### src/rtl/display7_pkg.sv
// Shared types and constants for the display7 line encoder: sizes, FSM states
// and the line-to-select-code table.
package display7_pkg;

  localparam int LINE_W    = 64;
  localparam int IDX_W     = $clog2(LINE_W);
  localparam int NUM_CODES = 3;

  typedef enum logic [1:0] {
    IDLE = 2'd0,
    SCAN = 2'd1,
    EMIT = 2'd2
  } state_t;

  // Only these lines have a defined select code; every other line misses.
  localparam logic [IDX_W-1:0] CODE_IDX [NUM_CODES] = '{6'd3, 6'd46, 6'd61};
  localparam logic [3:0]       CODE_VAL [NUM_CODES] = '{4'b1110, 4'b0000, 4'b0000};

  function automatic logic [4:0] line_code(input logic [IDX_W-1:0] idx);
    logic [4:0] res;
    res = '0;
    for (int k = 0; k < NUM_CODES; k++) begin
      if (idx == CODE_IDX[k]) res = {1'b1, CODE_VAL[k]};
    end
    return res;
  endfunction

endpackage

### src/rtl/lsb_priority_enc.sv
// Combinational lowest-set-bit finder over the line vector.
module lsb_priority_enc
  import display7_pkg::*;
(
  input  logic [LINE_W-1:0] vec_i,
  output logic              found_o,
  output logic [IDX_W-1:0]  idx_o
);

  // Scanning downward lets the lowest set bit win the last assignment.
  always_comb begin
    found_o = 1'b0;
    idx_o   = '0;
    for (int i = LINE_W - 1; i >= 0; i--) begin
      if (vec_i[i]) begin
        found_o = 1'b1;
        idx_o   = IDX_W'(i);
      end
    end
  end

endmodule

### src/rtl/display7_line_encoder.sv
// Serialises a line vector into one beat per set line, lowest index first,
// each beat carrying the index and its display7 select code.
//
// state | meaning
// IDLE  | waiting for a vector, in_ready high
// SCAN  | pick lowest remaining line, load output registers
// EMIT  | beat presented, hold until out_ready
module display7_line_encoder
  import display7_pkg::*;
(
  input  logic              clk,
  input  logic              rst_n,
  input  logic              in_valid,
  output logic              in_ready,
  input  logic [LINE_W-1:0] in_lines,
  output logic              out_valid,
  input  logic              out_ready,
  output logic [IDX_W-1:0]  out_idx,
  output logic [3:0]        out_code,
  output logic              out_hit,
  output logic              out_none,
  output logic              out_last
);

  state_t              state_q, state_d;
  logic [LINE_W-1:0]   mask_q, mask_d, mask_clr;
  logic [IDX_W-1:0]    idx_q, idx_d;
  logic [3:0]          code_q, code_d;
  logic                hit_q, hit_d;
  logic                none_q, none_d;
  logic                last_q, last_d;
  logic                enc_found;
  logic [IDX_W-1:0]    enc_idx;

  lsb_priority_enc u_enc (
    .vec_i   (mask_q),
    .found_o (enc_found),
    .idx_o   (enc_idx)
  );

  assign mask_clr  = mask_q & ~(LINE_W'(1) << enc_idx);
  assign in_ready  = (state_q == IDLE);
  assign out_valid = (state_q == EMIT);
  assign out_idx   = idx_q;
  assign out_code  = code_q;
  assign out_hit   = hit_q;
  assign out_none  = none_q;
  assign out_last  = last_q;

  always_comb begin
    state_d = state_q;
    mask_d  = mask_q;
    idx_d   = idx_q;
    code_d  = code_q;
    hit_d   = hit_q;
    none_d  = none_q;
    last_d  = last_q;
    unique case (state_q)
      IDLE: begin
        if (in_valid) begin
          mask_d = in_lines;
          if (in_lines == '0) begin
            state_d = EMIT;
            idx_d   = '0;
            code_d  = '0;
            hit_d   = 1'b0;
            none_d  = 1'b1;
            last_d  = 1'b1;
          end else begin
            state_d = SCAN;
          end
        end
      end
      SCAN: begin
        if (enc_found) begin
          {hit_d, code_d} = line_code(enc_idx);
          idx_d   = enc_idx;
          none_d  = 1'b0;
          mask_d  = mask_clr;
          last_d  = (mask_clr == '0);
          state_d = EMIT;
        end else begin
          state_d = IDLE;
        end
      end
      EMIT: begin
        if (out_ready) state_d = last_q ? IDLE : SCAN;
      end
      default: state_d = IDLE;
    endcase
  end

  always_ff @(posedge clk or negedge rst_n) begin
    if (!rst_n) begin
      state_q <= IDLE;
      mask_q  <= '0;
      idx_q   <= '0;
      code_q  <= '0;
      hit_q   <= 1'b0;
      none_q  <= 1'b0;
      last_q  <= 1'b0;
    end else begin
      state_q <= state_d;
      mask_q  <= mask_d;
      idx_q   <= idx_d;
      code_q  <= code_d;
      hit_q   <= hit_d;
      none_q  <= none_d;
      last_q  <= last_d;
    end
  end

endmodule

### config.mk
export PLATFORM = sky130hd
export DESIGN_NAME = display7_line_encoder
export DESIGN_NICKNAME = d
export VERILOG_FILES = /design/src/rtl/display7_pkg.sv /design/src/rtl/lsb_priority_enc.sv /design/src/rtl/display7_line_encoder.sv
export SDC_FILE = /design/constraint.sdc
export NUM_CORES = 1
export LEC_CHECK = 0
export BUFFER_PORTS_ARGS = -buffer_cell sky130_fd_sc_hd__buf_2
export CAP_MARGIN = 20
export CORE_MARGIN = 2
export CORE_UTILIZATION = 50
export CTS_CLUSTER_DIAMETER = 40
export DETAILED_ROUTE_END_ITERATION = 8
export GPL_TIMING_DRIVEN = 0
export PLACE_DENSITY = 0.75
export REMOVE_ABC_BUFFERS = 1
export SETUP_SLACK_MARGIN = 0.2
export SYNTH_ARGS = -nofsm -noshare
export SYNTH_HDL_FRONTEND = slang
export SYNTH_HIERARCHICAL = 1
export SYNTH_SLANG_ARGS = --single-unit
### constraint.sdc
create_clock -name clk -period 3.65 [get_ports clk]
set_input_delay 0.365 -clock clk [delete_from_list [all_inputs] [get_ports clk]]
set_output_delay 0.365 -clock clk [all_outputs]
set_load 0.02 [all_outputs]
Word-level counts from Yosys, hierarchy flattened

Index checks and enable logic that the tools add are counted.

Bits in registers: 79
Latch bits: 0
RAM bits: 0
Memory bits (read-only): 0
Bits of input ports: 68
Output and inout bits: 15
Word-level logic and storage cells: 184
Memories kept: 0

Add/subtract/negate cells: 0
Multiply operators: 0
Div/mod/pow operators: 0
$lt $le $gt $ge: 0
Eq/ne operators: 9
Shifts and indexed selects: 1
Mux-type cells: 158
Bitwise logic cells: 2
Reductions and logical operators: 7

Operator list:

| operator                                                            | count |
|---|---|
| 6-bit 2-to-1 mux                                                    | 67 |
| 64-bit logical NOT                                                  | 2 |
| 64-bit 2-to-1 mux                                                   | 2 |
| 64-bit one-hot mux with 2 select lines                              | 1 |
| 1-bit 2-to-1 mux                                                    | 72 |
| 64-bit bitwise AND                                                  | 1 |
| 64-bit inverter                                                     | 1 |
| 1-bit by 6-bit << shifter with 64-bit output (first input constant) | 1 |
| 5-bit 2-to-1 mux                                                    | 3 |
| 6-bit == test (second input constant)                               | 2 |
| 4-bit 2-to-1 mux                                                    | 3 |
| 6-bit one-hot mux with 2 select lines                               | 1 |
| 2-bit 2-to-1 mux                                                    | 4 |
| 4-bit one-hot mux with 2 select lines                               | 1 |
| 6-bit by 2-bit == test with 1-bit output (second input constant)    | 1 |
| 1-bit one-hot mux with 2 select lines                               | 3 |
| 2-bit one-hot mux with 3 select lines                               | 1 |
| 2-bit by 1-bit != test with 1-bit output (second input constant)    | 2 |
| 2-bit != test (second input constant)                               | 2 |
| 4-bit AND reduction                                                 | 1 |
| 3-bit AND reduction                                                 | 1 |
| 2-bit by 1-bit == test with 1-bit output (second input constant)    | 1 |
| 2-bit == test (second input constant)                               | 1 |
| 2-bit logical NOT                                                   | 1 |
| other kinds (2)                                                     | 2 |

Logic depth before layout (Yosys ltp)

Gate-level depths: netlist of the first run.

Depth after elaboration: 70
Gate-level depth with buffers: 15

Cells and area by module

Netlist of the first run, hierarchy kept.

Modules (own cells, without submodules):

| module                | instances | cells an instance | area an instance (um2) | seq. area each (um2) |
|---|---|---|---|---|
| display7_line_encoder | 1         | 487               | 4377.9                 | 1901.8 |
| lsb_priority_enc      | 1         | 140               | 763.2                  | 0.0 |

Least setup slack after synthesis of the first run

No wires, ideal clock.

Path kind: reg-to-reg
From: register mask_q[56]
To: register last_q, in the netlist out_last
Arrival: 3.446 ns
Data required time: 3.556 ns
Setup slack: 0.111 ns
Cell stages (with the launch flop): 15
Cell sequence: dfrtp_1 -> or4_4 -> o21ai_1 -> a21oi_1 -> o21ai_1 -> o2111ai_1 -> a21boi_1 -> buf_2 -> nand4b_1 -> o21ai_0 -> nand4_1 -> or4_1 -> nor3_1 -> nand3b_1 -> a221oi_2

Word-level cells in the longest chain between the ends: 63

RTL lines:

| element                                      | line                         | RTL |
|---|---|---|
| from (decl)                                  | display7_line_encoder.sv:26  | `logic [LINE_W-1:0] mask_q, mask_d, mask_clr;` |
| from (signal assigned)                       | display7_line_encoder.sv:104 | `mask_q <= mask_d;` |
| 6-bit 2-to-1 mux (57 in series)              | lsb_priority_enc.sv:15       | `if (vec_i[i]) begin` |
| net enc_idx[2]                               | display7_line_encoder.sv:33  | `logic [IDX_W-1:0] enc_idx;` |
| 1-bit by 6-bit << shifter with 64-bit output | display7_line_encoder.sv:41  | `assign mask_clr = mask_q & ~(LINE_W'(1) << enc_idx);` |
| 64-bit inverter                              | display7_line_encoder.sv:41  |  |
| 64-bit bitwise AND                           | display7_line_encoder.sv:41  |  |
| 64-bit logical NOT                           | display7_line_encoder.sv:80  | `last_d = (mask_clr == '0);` |
| 1-bit 2-to-1 mux                             | display7_line_encoder.sv:75  | `if (enc_found) begin` |
| 1-bit one-hot mux with 2 select lines        | display7_line_encoder.sv:58  | `unique case (state_q)` |
| to (signal assigned)                         | display7_line_encoder.sv:109 | `last_q <= last_d;` |
| to (decl)                                    | display7_line_encoder.sv:31  | `logic last_q, last_d;` |

The timed path passes the listed nets, and every way through them passes these cells. The select of a mux whose other input is x is not followed.
A chain may end at the register's enable or synchronous reset.

Final worst setup path of the first run

Ends and elaborated chain as after synthesis.

==> results of run 1 <==
## state kept, by name, indices dropped and copies added, names as in the netlist
register / count
mask_q: 64
out_code: 1
out_hit: 1
out_idx: 6
out_last: 1
out_none: 1
state_q: 2
## metrics by stage
step	hold slack (ns)	utilization, %	instances
floorplan	0.0694	-	577
global placement	0.463	54.3	794
detailed placement	0.344	55.5	803
CTS	0.196	61.8	840
global route	0.197	62.8	844
finish	0.208	62.8	844
## how the worst max path moves through the flow
| stage | start | end | slack (ns) | depth (start not counted) |
|---|---|---|---|---|
| after floorplan | mask_q[30]$_DFFE_PN0P_ | out_last$_DFFE_PN0P_ | -0.24 | 11 |
| final | mask_q[56]$_DFFE_PN0P_ | out_last$_DFFE_PN0P_ | -0.27 | 14 |
| after global routing | mask_q[62]$_DFFE_PN0P_ | out_last$_DFFE_PN0P_ | -0.38 | 16 |
| after CTS | mask_q[59]$_DFFE_PN0P_ | out_last$_DFFE_PN0P_ | -0.15 | 15 |
| after global placement | mask_q[2]$_DFFE_PN0P_ | out_last$_DFFE_PN0P_ | -1.71 | 9 |
| after detailed placement | mask_q[2]$_DFFE_PN0P_ | out_last$_DFFE_PN0P_ | -1.12 | 11 |
## power by group through the flow
stage | sequential [mW] | clock (mW) | combinational, mW
after CTS | 1.84 | 0.648 | 3.57
after global placement | 1.82 | 0 | 2.90
after global routing | 1.94 | 0.680 | 4.05
final | 1.92 | 0.645 | 3.81
after detailed placement | 1.83 | 0 | 3.07
after floorplan | 1.61 | 0 | 2.04
## Yosys cell counts (3+ instances only)
| cell | count |
|---|---|
| nand4b_1 | 3 |
| nor3_1 | 18 |
| nand4_1 | 15 |
| o21ai_1 | 24 |
| o311ai_1 | 3 |
| nand2_1 | 15 |
| nor4_1 | 33 |
| and4_1 | 3 |
| buf_4 | 5 |
| nor2_1 | 101 |
| nor2b_1 | 6 |
| a21oi_1 | 17 |
| o32ai_1 | 9 |
| a31oi_1 | 3 |
| buf_2 | 5 |
| o21a_1 | 8 |
| or2_1 | 3 |
| nand4bb_1 | 4 |
| o21ai_0 | 74 |
| o31ai_1 | 14 |
| nand3_1 | 5 |
| inv_1 | 16 |
| nand2b_1 | 8 |
| or4_1 | 4 |
| a22o_1 | 70 |
| or4b_1 | 3 |
| or4_4 | 3 |
| clkbuf_1 | 37 |
| buf_1 | 3 |
| dfrtp_1 | 76 |
## cell type report
| type | instances | area share (%) |
|---|---|---|
| inverter | 16 | 0.944 |
| timing repair buffer | 113 | 11.2 |
| clock inverter | 3 | 0.315 |
| multi-input combinational | 487 | 52.1 |
| clock buffer | 13 | 2.65 |
| sequential | 76 | 30.1 |
| tap | 136 | 2.67 |
## repair_timing
item                                   in CTS  in global routing
pin swaps                                  16                  8
setup buffers                              19                  2
resized for setup                          67                 20
setup endpoints to repair                  62                  8
hold buffers                                1                  0
cloned                                      1                  2
endpoints found under the hold margin      34                  0
## worst max-delay path, stage by stage (launching register included)
cell	delay, ns
dfrtp_2	0.44
or4_4	0.55
o21ai_1	0.16
a21oi_1	0.09
o21ai_1	0.24
o2111ai_2	0.16
a21boi_2	0.28
buf_6	0.20
nand4bb_2	0.36
o21a_1	0.32
o32ai_2	0.17
nand4_1	0.20
nor3_2	0.24
nand3b_1	0.17
a221oi_2	0.24
## layer usage
metal	wire length [um]	up-vias	part of all wire [%]	track usage, %
met4	909	0	4.2	16.9
met3	2480	78	11	9.21
met1	8620	2876	40	53.2
li1	-	2571	-	-
met2	9590	387	44	59.2
met5	0	-	0	0
## logic make-up after synthesis
group,synth area share (%)
other,0.0729
flip-flops,37.0
AND/OR/NAND/NOR,23.7
buffers and inverters,5.31
multiplexers,1.05
AO/OA/AOI/OAI,32.9
==> flow_summary.yaml, run 1 <==
floorplan:
  rows: 37
  die_h_um: 105
  boundaryPins: 83
  start_util_pct: 50.7
  core_area_um2: 10100
  die-area_um2: 11100
  die_w_um: 105
outcome:
  violations: "negative setup slack"
  status: "finished, violations left"
setup_path:
  startpoint_type: "register"
  r2r_end: "out_last$_DFFE_PN0P_"
  critical_path.max_fanout: 8
  cp.arrival_ns: 4.23
  reg2reg_depth: 14
  r2r_setup_slack_ns: -0.27
  critical_path_required_ns: 3.96
  crit_path_end_kind: "register"
  worstSetupPathType: "register to register"
  timing.rr.start: "mask_q[56]$_DFFE_PN0P_"
drt:
  drtIter0Drc: 679
  routed_wl_um: 21600
  first_pass_iters: 5
  route.detailed.drc: 0
  detail_route.wl_per_cell_um: 25.6
  routed_via_density: 7.00
  vias: 5912
  ant_nets: 0
cts:
  path_clk_slew_ns: 0.08
  cts_tree: "done"
  clock_latency_ns: 0.39
  cts_root_buffer: "clkbuf_8"
  numCtsBuffers: 9
  cts.sinks: 76
  clk_path_buf_depth: 2
  htreeDepth: 3
power:
  power_mw: 6.37
  power.share.clock_pct: 10.1
  switching_share_pct: 52.0
  power.density_nw_per_um2: 1000
  pwr-share-comb_pct: 59.8
  p_switching_mw: 3.31
  p_leak_nw: 2.55
  vdd_drop_max_uv: 538
  p_seq_share_pct: 30.1
  intPower_mw: 3.05
yosys:
  synth_top_area_share_pct: 37.0
  yosysWarnings: 6
  synth_area_leaders: "dfrtp_1 (37%), a22o_1 (12%), nor2_1 (7.4%)"
  syn_inst: 627
  synth_top_cell_by_area: "dfrtp_1"
  async_reset_ff_share_pct: 100
  synth-seq-cells: 76
  syn-cell-area_um2: 5140
  ys_seq_area_share_pct: 37.0
  yosysUniqueCellTypes: 60
  ys.flop_type: "dfrtp_1"
  synth_area_per_cell_um2: 8.20
  synth-edff-count: 0
global_route:
  track_usage_pct: 39.0
  grt_start_max_net_pins: 66
  grt_pass1_wl_um: 32800
  grt_overflow: 0
  grt_pass1_vias: 5572
  antenna_found_initial: 0
timing:
  hold_viol_final: 0
  rsz0062_at_grt: "true"
  fin_setup_tns_ns: -0.271
  finClkSkew_ns: 0.00875
  slew_headroom_pct: 52.7
  tightest_slew_ns: 0.709
  fin_ws_ns: -0.271
  slew_viol_final: 0
  setup_viol: 1
  finalCritPeriodShare_pct: 107
  final.min_clock_period_ns: 3.92
  fmax_mhz: 255
placed_design:
  placed_cell_area_um2: 5630
  dp_slack_ns: -1.12
  hpwl_um: 14700
  routabilityCongestion: 1.01
  port_buffers: 81
layout:
  syn_to_final_growth_pct: 23.8
  nNetsFinal: 771
  final_area_um2: 6360
  layout_commonest_cell: "nor2_1"
  diodes: 0
  drive_gt1_share_pct: 28.2
  regArea_um2: 1920
  fillCellCount: 864
  multi_input_area_um2: 3320
  layout_common_cells: "nor2_1 (97), buf_2 (82), a22o_1 (70)"
hold_path:
  min_to: "state_q[1]$_DFFE_PN0P_"
  whs_path_depth: 2
  min_path_type: "input pin to register"
  min_from: "out_ready"
run:
  cap_violations: 0
Power figures use the tool's default switching activity.
==> run 2: changes to the inputs <==
- REMOVE_ABC_BUFFERS: 1 -> unset
==> flow_summary.yaml, run 2 (synthesis gave the netlist of run 1 again) <==
outcome:
  status: "finished, violations left"
  violations: "negative setup slack"
hold_path:
  min_path_type: "input pin to async pin"
layout:
  fillCellCount: 877
  diodes: 0
  syn_to_final_growth_pct: 28.7
  multi_input_area_um2: 3360
  layout_common_cells: "nor2_1 (94), buf_2 (83), a22o_1 (70)"
  drive_gt1_share_pct: 29.6
  nNetsFinal: 817
  regArea_um2: 1920
  layout_commonest_cell: "nor2_1"
  final_util_pct: 65.3
  regMostFlops: "mask_q"
  largest_register_ff_count: 64
drt:
  wl_met1_um: 9010
  routed_via_density: 7.05
  routed_wl_um: 22700
  top_layer: "met4"
  route.detailed.drc: 0
  ant_nets: 0
  drtIter0Drc: 697
  route.met2.wl_um: 9810
  vias: 6275
  route.met3.wl_um: 2550
  first_pass_iters: 5
  detail_route.wl_per_cell_um: 25.6
power:
  pwr-share-comb_pct: 61.2
  intPower_mw: 3.31
  power.share.clock_pct: 10.8
  power.density_nw_per_um2: 1040
  vdd_drop_max_uv: 700
  switching_share_pct: 51.8
  p_seq_share_pct: 28.0
  p_leak_nw: 2.66
  p_switching_mw: 3.56
setup_path:
  worstSetupPathType: "register to register"
  cp.arrival_ns: 4.29
  critical_path.max_fanout: 10
  worst-path-buf-inv: 3
  crit_top_cell: "buf_4"
  startpoint_type: "register"
  crit_path_end_kind: "register"
  slowest_delay_ns: 0.51
  crit_family: "simple AND/OR/NAND/NOR gates"
  critical_path.slowest_cell: "dfrtp_1"
  crit_chain: "nor4_4, and3_2, a21oi_2, o21ai_1, and3_1, buf_4, buf_4, or3b_1, clkbuf_1, o21ai_0, nand4_1, nor4_2, nand3b_1, a221oi_2"
  critical_path_required_ns: 3.94
timing:
  hold_ws_ns: 0.118
  final.min_clock_period_ns: 4.00
  slew_viol_final: 0
  hold_viol_final: 0
  fin_ws_ns: -0.354
  rsz0062_at_grt: "true"
  slew_headroom_pct: 35.4
  fmax_mhz: 250
  finClkSkew_ns: 0.0140
  finalCritPeriodShare_pct: 110
  tightest_slew_ns: 0.969
  fin_setup_tns_ns: -0.354
  setup_viol: 1
cts:
  cts.sinks: 76
  cts_root_buffer: "clkbuf_8"
  cts_hold_buf: 0
  htreeDepth: 3
  cts_tree: "done"
  clk_path_buf_depth: 2
  path_clk_slew_ns: 0.08
  clock_latency_ns: 0.39
  numCtsBuffers: 9
global_route:
  grt_pass1_vias: 5891
  grt_start_max_net_pins: 77
  grt_pass1_wl_um: 34000
  track_usage_pct: 41.1
  grt_overflow: 0
  antenna_found_initial: 0
floorplan:
  start_util_pct: 50.7
  rows: 37
  core_area_um2: 10100
  die-area_um2: 11100
  boundaryPins: 83
  die_h_um: 105
  die_w_um: 105
placed_design:
  hpwl_um: 16000
  routabilityCongestion: 1.03
  port_buffers: 81
run:
  cap_violations: 0
yosys:
  syn_nets: 695
-- run 2: worst reg2reg max path, stage by stage, from the launching register on --
cell and delay, ns:
dfrtp_1 0.51, nor4_4 0.43, and3_2 0.31, a21oi_2 0.08, o21ai_1 0.12, and3_1 0.17
buf_4 0.16, buf_4 0.21, or3b_1 0.36, clkbuf_1 0.22, o21ai_0 0.33, nand4_1 0.21
nor4_2 0.33, nand3b_1 0.21, a221oi_2 0.27
-- run 2: worst paths after layout --
check	from	endpoint	slack, ns	depth (start not counted)
worst max-delay path	mask_q[33]$_DFFE_PN0P_	out_last$_DFFE_PN0P_	-0.35	14
worst min-delay path	rst_n	mask_q[44]$_DFFE_PN0P_	0.12	1
worst max register to register	mask_q[33]$_DFFE_PN0P_	out_last$_DFFE_PN0P_	-0.35	14
worst min register to register	out_idx[1]$_DFFE_PN0P_	out_idx[1]$_DFFE_PN0P_	0.50	1
max in group asynchronous	rst_n	mask_q[60]$_DFFE_PN0P_	2.81	1
min in group clk	in_lines[8]	mask_q[8]$_DFFE_PN0P_	0.21	2
-- run 2: through the flow --
stage	setup WS [ns]	power, mW	cell area (um2)	cells
after global routing	-0.392	7.13	6620	890
after floorplan	0.235	3.82	5160	627
final	-0.354	6.87	6620	890
after detailed placement	-1.04	5.05	5730	844
after global placement	-1.02	4.99	5730	844
after CTS	-0.168	6.35	6420	885
-- run 2: final cells by class --
cell class	instances	area share (%)
Multi-Input combinational cell	486	50.7
Sequential cell	76	29.0
Timing Repair Buffer	110	9.63
Buffer	50	3.91
Tap cell	136	2.57
Clock buffer	12	2.19
Clock inverter	4	1.10
Inverter	16	0.908
-- run 2: power by group through the flow --
stage                     logic, mW  registers (mW)  clock network [mW]
after floorplan                2.22            1.60                   0
final                          4.20            1.93               0.742
after global routing           4.40            1.95               0.783
after global placement         3.18            1.81                   0
after CTS                      3.78            1.83               0.746
after detailed placement       3.25            1.81                   0
-- run 2: routing by layer --
metal | vias up | track usage, %
met5 | - | 0
met4 | 0 | 24.4
met3 | 96 | 10.6
met2 | 468 | 60.3
met1 | 3049 | 54.5
li1 | 2662 | -
-- run 2: timing repair --
item,CTS,global route
gates cloned,1,0
endpoints found under the setup margin,41,59
gates resized for setup,71,42
setup buffers,24,5
pin swaps,25,26
